**config.mk**
```make
export PLATFORM = sky130hd
export DESIGN_NAME = main_function_arbiter
export DESIGN_NICKNAME = d
export VERILOG_FILES = /design/src/rtl/main_function_arbiter.sv
export SDC_FILE = /design/constraint.sdc
export NUM_CORES = 1
export LEC_CHECK = 0
export ABC_AREA = 1
export ABC_CLOCK_PERIOD_IN_PS = 2100
export BUFFER_PORTS_ARGS = -buffer_cell sky130_fd_sc_hd__buf_2
export CAP_MARGIN = 20
export CORE_MARGIN = 4
export CORE_UTILIZATION = 46
export CTS_BUF_LIST = sky130_fd_sc_hd__clkbuf_16
export CTS_CLUSTER_DIAMETER = 30
export CTS_CLUSTER_SIZE = 24
export DETAILED_ROUTE_END_ITERATION = 6
export MAX_ROUTING_LAYER = met4
export PLACE_DENSITY = 0.8
export SETUP_SLACK_MARGIN = 0.05
export SYNTH_ARGS = -nofsm -noshare
export SYNTH_HDL_FRONTEND = slang
export SYNTH_SLANG_ARGS = --single-unit
```
**constraint.sdc**
```tcl
create_clock -name clk_i -period 2.1 [get_ports clk_i]
set_input_delay 0 -clock clk_i [delete_from_list [all_inputs] [get_ports clk_i]]
set_output_delay 0 -clock clk_i [all_outputs]
set_load 0.05 [all_outputs]
```
**src/rtl/main_function_arbiter.sv**
```systemverilog
// ---------------------------------------------------------------------------
// main_function_arbiter
//
// Purpose:
//   Shares one multi-cycle main_function unit between N requesters using a
//   round-robin arbiter. The winner's operands are registered and sent to the
//   unit, the arbiter sends a one-cycle start, follows the unit's busy
//   handshake, latches the 24-bit result and pulses done to the owner. If the
//   unit never raises busy, a sticky error is set and the operation is closed
//   with a zero result, so the arbiter never hangs.
//
// Ports:
//   clk_i         in   1      clock, rising edge
//   rst_i         in   1      asynchronous reset, active low
//   req_i         in   N      level request per requester
//   a_bi, b_bi    in   8*N    operands, requester k at [8k+7:8k]
//   grant_o       out  N      one-hot current owner
//   done_o        out  N      one-cycle completion pulse to the owner
//   result_bo     out  24     last completed result, held until next done
//   err_o         out  1      sticky busy-timeout error
//   fu_start_o    out  1      start pulse to main_function
//   fu_a_bo       out  8      registered operand a to main_function
//   fu_b_bo       out  8      registered operand b to main_function
//   fu_busy_i     in   1      busy from main_function
//   fu_result_bi  in   24     result from main_function
// ---------------------------------------------------------------------------
module main_function_arbiter #(
    parameter int N            = 4,
    parameter int BUSY_TIMEOUT = 4
) (
    input  logic             clk_i,
    input  logic             rst_i,
    input  logic [N-1:0]     req_i,
    input  logic [8*N-1:0]   a_bi,
    input  logic [8*N-1:0]   b_bi,
    output logic [N-1:0]     grant_o,
    output logic [N-1:0]     done_o,
    output logic [23:0]      result_bo,
    output logic             err_o,
    output logic             fu_start_o,
    output logic [7:0]       fu_a_bo,
    output logic [7:0]       fu_b_bo,
    input  logic             fu_busy_i,
    input  logic [23:0]      fu_result_bi
);

    localparam int PW = (N > 1) ? $clog2(N) : 1;
    localparam int CW = $clog2(BUSY_TIMEOUT + 1);

    typedef enum logic [2:0] {
        IDLE,
        START,
        WAIT_HI,
        WAIT_LO,
        DONE
    } state_t;

    state_t          state_q, state_d;
    logic [PW-1:0]   ptr_q, ptr_d;
    logic [N-1:0]    grant_q, grant_d;
    logic [7:0]      fu_a_q, fu_a_d;
    logic [7:0]      fu_b_q, fu_b_d;
    logic [23:0]     result_q, result_d;
    logic            err_q, err_d;
    logic [CW-1:0]   cnt_q, cnt_d;

    logic            found;
    logic [PW-1:0]   winner;
    logic [PW:0]     idx;

    // Round-robin search: scan from the requester after the last winner,
    // wrapping around, so the last winner ends up with lowest priority.
    // idx is one bit wider than the pointer so ptr+N never overflows.
    always_comb begin
        found  = 1'b0;
        winner = '0;
        idx    = '0;
        for (int i = 1; i <= N; i++) begin
            idx = {1'b0, ptr_q} + (PW+1)'(i);
            if (idx >= (PW+1)'(N)) begin
                idx = idx - (PW+1)'(N);
            end
            if (!found && req_i[idx[PW-1:0]]) begin
                found  = 1'b1;
                winner = idx[PW-1:0];
            end
        end
    end

    // Next-state logic. Operands and grant are captured only on leaving IDLE
    // so they stay frozen for the whole operation regardless of the inputs.
    always_comb begin
        state_d  = state_q;
        ptr_d    = ptr_q;
        grant_d  = grant_q;
        fu_a_d   = fu_a_q;
        fu_b_d   = fu_b_q;
        result_d = result_q;
        err_d    = err_q;
        cnt_d    = cnt_q;
        case (state_q)
            IDLE: begin
                if (found) begin
                    grant_d = N'(1) << winner;
                    fu_a_d  = a_bi[8*winner +: 8];
                    fu_b_d  = b_bi[8*winner +: 8];
                    ptr_d   = winner;
                    state_d = START;
                end
            end
            START: begin
                cnt_d   = '0;
                state_d = WAIT_HI;
            end
            WAIT_HI: begin
                // Give up after BUSY_TIMEOUT cycles without busy; close the
                // operation with a zero result rather than wait forever.
                if (fu_busy_i) begin
                    state_d = WAIT_LO;
                end else if (cnt_q == CW'(BUSY_TIMEOUT - 1)) begin
                    err_d    = 1'b1;
                    result_d = '0;
                    state_d  = DONE;
                end else begin
                    cnt_d = cnt_q + CW'(1);
                end
            end
            WAIT_LO: begin
                if (!fu_busy_i) begin
                    result_d = fu_result_bi;
                    state_d  = DONE;
                end
            end
            DONE: begin
                grant_d = '0;
                state_d = IDLE;
            end
            default: begin
                state_d = IDLE;
            end
        endcase
    end

    // State registers. The pointer resets to N-1 so requester 0 wins the
    // first arbitration.
    always_ff @(posedge clk_i or negedge rst_i) begin
        if (!rst_i) begin
            state_q  <= IDLE;
            ptr_q    <= PW'(N - 1);
            grant_q  <= '0;
            fu_a_q   <= '0;
            fu_b_q   <= '0;
            result_q <= '0;
            err_q    <= 1'b0;
            cnt_q    <= '0;
        end else begin
            state_q  <= state_d;
            ptr_q    <= ptr_d;
            grant_q  <= grant_d;
            fu_a_q   <= fu_a_d;
            fu_b_q   <= fu_b_d;
            result_q <= result_d;
            err_q    <= err_d;
            cnt_q    <= cnt_d;
        end
    end

    // Done is suppressed when the owner has already withdrawn its request.
    assign done_o     = (state_q == DONE) ? (grant_q & req_i) : '0;
    assign fu_start_o = (state_q == START);
    assign grant_o    = grant_q;
    assign result_bo  = result_q;
    assign err_o      = err_q;
    assign fu_a_bo    = fu_a_q;
    assign fu_b_bo    = fu_b_q;

endmodule
```
* Word-level counts from Yosys, hierarchy flattened
Index checks and enable logic that the tools add are counted.
** Word-level totals
- Register bits after elaboration :: 53
- Bits of input ports :: 95
- Output and inout port bits :: 50
- Logic and storage cells :: 92
** Operators by class
- Add/subtract/negate cells :: 9
- Order comparisons :: 8
- Equal/unequal tests :: 11
- Shift operators :: 3
- Multiplexer cells :: 35
- Bitwise logic cells :: 2
- Reduce and logical (&&, ||, !) cells :: 16
** Operator list (count)
- 24-bit 2-to-1 mux :: 3
- 32-bit by 6-bit indexed part select with 8-bit output :: 2
- 24-bit one-hot mux with 2 select lines :: 1
- 3-bit 2-to-1 mux :: 6
- 2-bit 2-to-1 mux :: 8
- 3-bit >= comparator, second input constant :: 4
- 2-bit by 3-bit less-than comparator with 1-bit output, second input constant :: 4
- 3-bit one-hot mux with 4 select lines :: 1
- 2-bit != test, second input constant :: 5
- 3-bit by 2-bit == test with 1-bit output, second input constant :: 3
- 3-bit AND reduction :: 3
- 1-bit binary-select mux with 2-bit select :: 4
- 1-bit 2-to-1 mux :: 8
- 4-bit 2-to-1 mux :: 2
- 4-bit one-hot mux with 2 select lines :: 1
- 2-bit by 1-bit subtractor with 2-bit output, second input constant :: 4
- 2-bit by 2-bit adder with 3-bit output, second input constant :: 2
- 3-bit one-hot mux with 2 select lines :: 1
- 2-bit nonzero test :: 3
- 4-bit AND :: 1
- 2-bit AND reduction :: 2
- 4-bit AND reduction :: 1
- 1-bit by 2-bit left shift with 4-bit output, first input constant :: 1
- 2-bit by 1-bit adder with 3-bit output, second input constant :: 1
- other kinds (9) :: 13

* Depth between registers and ports, before layout
- Depth after elaboration :: 18
- Depth in mapped cells :: 16
- Gate-level depth less buffers :: 14

* Worst setup path after synthesis
No wires, ideal clock.
- Kind :: register to register
- Start point :: register state_q[2]
- End point :: register cnt_q[1]
- Data arrival time :: 2019 ps
- Data required time :: 1979 ps
- Setup slack :: -40 ps
- Stages on the path, launching flop included :: 4
- Clock period less this slack :: 2140 ps
- Cell sequence :: dfrtp_1 > nor3_1 > nor2_1 > a22o_1
** Between the ends
- Longest elaborated chain between the ends :: 3
- Elaborated cells between the ends (all ways) :: 7
- Those cells by class :: eq/ne: 4; mux: 1; reduce/logical: 2
** Ends and longest elaborated chain
- start: declaration :: line 58 : state_t state_q, state_d;
- start signal: assignment :: line 157 : state_q <= state_d;
- 3-bit by 1-bit == test with 1-bit output (*)
- net fu_start_o :: line 40 : output logic fu_start_o,
- 2-bit nonzero test (no source line)
- 3-bit AND reduction (no source line)
- end signal: assignment :: line 164 : cnt_q <= cnt_d;
- end: declaration :: line 65 : logic [CW-1:0] cnt_q, cnt_d;
Mark *: on every way through the listed nets, which the timed path passes. The rest lies on a longest branch.
A chain may end at the register's enable or synchronous reset.

* Worst setup path after layout
- Start point :: register ptr_q[0]
- End point :: register fu_a_q[1], in the netlist fu_a_bo[1]
** Between the ends
- Longest elaborated chain between the ends :: 16
- Elaborated cells between the ends (all ways) :: 40
- Those cells by class :: add/sub: 8; order compare: 4; shift: 1; mux: 20; reduce/logical: 7
** Ends and longest elaborated chain
- start: declaration :: line 59 : logic [PW-1:0] ptr_q, ptr_d;
- start signal: assignment :: line 149 : ptr_q <= PW'(N - 1);
- start signal: assignment :: line 158 : ptr_q <= ptr_d;
- 2-bit by 1-bit adder with 3-bit output :: line 79 : idx = {1'b0, ptr_q} + (PW+1)'(i);
- 3-bit >= comparator / 2-bit by 1-bit subtractor with 2-bit output (equally long branches) :: line 80, 81
- 2-bit 2-to-1 mux :: line 80 : if (idx >= (PW+1)'(N)) begin
- 1-bit binary-select mux with 2-bit select :: line 83 : if (!found && req_i[idx[PW-1:0]]) begin
- 1-bit 2-to-1 mux (implied by the code) :: line 83
- 1-bit 2-to-1 mux :: line 83
- 1-bit zero test :: line 83
- 1-bit logical AND :: line 83
- 1-bit 2-to-1 mux :: line 83
- 1-bit zero test :: line 83
- 1-bit logical AND :: line 83
- 1-bit 2-to-1 mux :: line 83
- 1-bit zero test :: line 83
- 1-bit logical AND :: line 83
- 2-bit 2-to-1 mux / 1-bit 2-to-1 mux (equally long branches) :: line 83
- 32-bit by 6-bit indexed part select with 8-bit output / 2-bit AND reduction (equally long branches)
- end signal: assignment :: line 160 : fu_a_q <= fu_a_d;
- end: declaration :: line 61 : logic [7:0] fu_a_q, fu_a_d;
Parallel ways exist; a longest one is shown, timed or not. The select of a mux whose other input is x is not followed.

==> flow_summary.ini <==
[cells_and_area]
final_cells = 659
regArea_mm2 = 0.001329
n_fill_cell = 448
synthToLayoutAreaGrowth_pct = 51.86
layout-drive-gt1-share_pct = 36.82
final_nets = 680
num_antenna_cells = 0
multi_input_comb_area_mm2 = 0.001546

[global_routing]
grt_use_total_pct = 24.37
grt_overflow = 0
grt_max_degree = 34
antenna_found_initial = 0
grt_pass1_wl_mm = 14.75
grt_pass1_vias = 3186

[job]
maxCapViolCount = 0

[setup_path]
path_cells = inv_6 -> nand2_1 -> nand2_2 -> nand2_2 -> nand2_2 -> nor2_4 -> nand3_4 -> nand2_8 -> clkbuf_16 -> nand3_1 -> nand3_1 -> nand3_1 -> nand2_1
crit_fanout = 10
crit_type = reg2reg
worstPathArrival_ns = 2.34
max_stage_delay_ns = 0.61
path_buf_inv = 2
crit_family = simple AND/OR/NAND/NOR gates
critPathLaunchType = flip-flop
crit_start = ptr_q[0]
critPathSlowestCell = dfstp_2
endpoint_kind = flip-flop
cp.required_ns = 2.32
r2r-start = ptr_q[0]

[floorplan]
die_height_um = 88.19
num_io_pins = 145
num_rows = 28
start_util_pct = 48.52
core_area_mm2 = 0.006096
die_w_um = 88.19
die_area_mm2 = 0.007777

[synth]
syn_area_mm2 = 0.002958
yosysSeqAreaShare_pct = 44.92
syn_inst = 401
ys_ff_latch = 53
syn_avg_cell_area_um2 = 7.376
synth_warnings = 0
synth_fp_nets = 498
synth_edf_count = 0
synth_top_flop_cell = dfrtp_1
ys_async_sr_fraction_pct = 100.0
yosysUniqueCellTypes = 31

[detailed_routing]
vias = 3521
dr.pass1.iters = 5
wl_per_cell_um = 15.43
drtAntennaViolNets = 0
drc = 0
drt-vias-per-instance = 5.343
wirelength_mm = 10.17
dr.first_iter.drc_count = 283

[min_path]
min_path_type = in2reg
hold_start = fu_busy_i

[cts]
cts_htree_levels = 2
cts_made_buffers = 5
root_buffer = clkbuf_16
path_clk_slew_ns = 0.07
cts.sinks = 53
cts_tree = yes
clock_latency_ns = 0.29
cts_buffer_depth = 2

[power_and_ir_drop]
p_int_w = 0.004226
pwr-share-seq_pct = 19.5
peakVddDrop_v = 0.001261
combPwrFrac_pct = 70.7
switching_power_w = 0.005262
p_leak_nw = 2.489
clkPwrFrac_pct = 9.8
p_per_area_mw_per_mm2 = 2112
sw_frac_of_total_pct = 55.46

[outcome]
violations = setup timing
status = finished, violations left

[sta]
hold_viol_final = 0
tightest_slew_ns = 0.8007
relSlewSlack_pct = 46.21
min_period_ns = 2.117
slew_violations = 0
max_freq_mhz = 472.3
fin_ws_ns = -0.01727
worst_clock_skew_ns = 0.005648
fin_crit_sh_pct = 100.8
setup_violations = 3
rsz0062_at_grt = true

[placed_design]
dp_slack_ns = -0.01882
hpwl_mm = 6.669
placed_cells = 612
routabilityCongestion = 0.9695
portBuffers = 144
-- synthesized netlist by cell type, types with 2 or more instances --
library cell	instances	area share (%)
o21ai_1	2	0.34
dfrtp_1	51	43
clkinv_1	2	0.25
nor3_1	6	1.0
ha_1	2	0.85
o21ai_0	5	0.85
clkbuf_1	7	0.89
a21oi_1	7	1.2
buf_6	2	0.76
nand2_1	153	19
inv_1	15	1.9
buf_2	6	1.0
nand3_1	111	19
nand2_2	3	0.63
nor2_2	2	0.42
nor2_4	2	0.76
clkbuf_4	2	0.51
dfstp_2	2	1.8
buf_4	4	1.0
nand2_4	3	1.1
nor2_1	4	0.51
-- cells in the final DEF, fill, tap and decap left out, types with 2 or more instances in the layout --
cell type / synthesis / layout
a21oi_1: 7 / 7
buf_12: 0 / 2
buf_2: 6 / 144
buf_4: 4 / 14
buf_6: 2 / 3
buf_8: 0 / 3
clkbuf_16: 0 / 8
dfrtp_1: 51 / 51
dfstp_2: 2 / 2
dlygate4sd3_1: 0 / 25
ha_1: 2 / 2
inv_1: 15 / 14
inv_2: 1 / 2
inv_6: 0 / 3
nand2_1: 153 / 138
nand2_2: 3 / 17
nand2_4: 3 / 2
nand2_8: 0 / 4
nand3_1: 111 / 111
nor2_1: 4 / 4
nor2_4: 2 / 3
nor3_1: 6 / 4
nor3_2: 0 / 2
o21ai_0: 5 / 4
o21ai_1: 2 / 3
-- cell type report --
type	count	share of cell area (%)
Clock buffer	5	2.786
Multi-Input combinational cell	310	34.43
Inverter	19	1.894
Sequential cell	53	29.58
Tap cell	75	2.089
Timing Repair Buffer	194	28.27
Clock inverter	3	0.9471
-- path summary, 6_finish.rpt --
check                                endpoint  slack (ns)  depth (start not counted)
worst max-delay path               fu_a_bo[1]       -0.02                         13
worst min-delay path               state_q[1]       0.008                          3
worst max register to register     fu_a_bo[1]       -0.02                         13
worst min register to register  result_bo[10]        0.47                          2
max in group asynchronous          fu_b_bo[3]        1.31                          3
min in group asynchronous          state_q[2]        0.17                          2
-- registers in the layout, indices dropped and copies added (netlist names) --
name       cells
grant_o        4
result_bo     24
cnt_q          3
state_q        3
fu_b_bo        8
err_o          1
fu_a_bo        8
ptr_q          2
-- per-stage QoR --
step	setup TNS [ns]	power [W]	utilization, %	hold slack, ns	cell area (um2)
after floorplan	0	0.006267	-	-0.2956	2963
after global placement	0	0.007294	61.62	-0.06217	3756
after detailed placement	-0.01882	0.007449	61.62	-0.06003	3756
after CTS	0	0.008490	68.74	0.008780	4190
after global routing	-1.720	0.01005	73.69	0.04224	4492
final	-0.03955	0.009488	73.69	0.008203	4492
-- power groups by stage --
| stage | Combinational, W | Sequential [W] | Clock [W] |
|---|---|---|---|
| global route | 0.00716 | 0.00191 | 0.000980 |
| finish | 0.00671 | 0.00185 | 0.000930 |
| CTS | 0.00571 | 0.00184 | 0.000946 |
| global placement | 0.00546 | 0.00184 | 0 |
| detailed placement | 0.00562 | 0.00183 | 0 |
| floorplan | 0.00302 | 0.00325 | 0 |
-- what timing repair did --
item,4_1_cts,5_1_grt
pin swaps,0,9
gates resized for setup,3,37
hold buffers,25,0
setup endpoints to repair,19,22
cloned,0,5
hold endpoints to repair,38,0
buffers inserted,0,9
-- logic make-up after synthesis --
logic type / after synthesis / synth area share [%]
AOI/OAI and AO/OA: 20 / 4.061
DFF: 53 / 44.92
and+or+nand+nor: 286 / 43.49
adders and majority gates: 2 / 0.8459
buffers and inverters: 40 / 6.684
-- worst reg2reg max path, stage by stage (launching register included) --
cell and delay [ns]:
dfstp_2 0.61, inv_6 0.08, nand2_1 0.08, nand2_2 0.08, nand2_2 0.09, nand2_2 0.07
nor2_4 0.17, nand3_4 0.15, nand2_8 0.20, clkbuf_16 0.19, nand3_1 0.08, nand3_1 0.11
nand3_1 0.08, nand2_1 0.06
-- routing by layer --
layer / vias up / part of all wire [%] / global-route usage (%)
met2: 214 / 50 / 41.54
li1: 1691 / - / -
met5: - / 0 / -
met3: 23 / 9.5 / 3.669
met1: 1593 / 39 / 30.26
met4: 0 / 1.9 / 6.319
No activity file was read; power rests on OpenSTA's default activity.
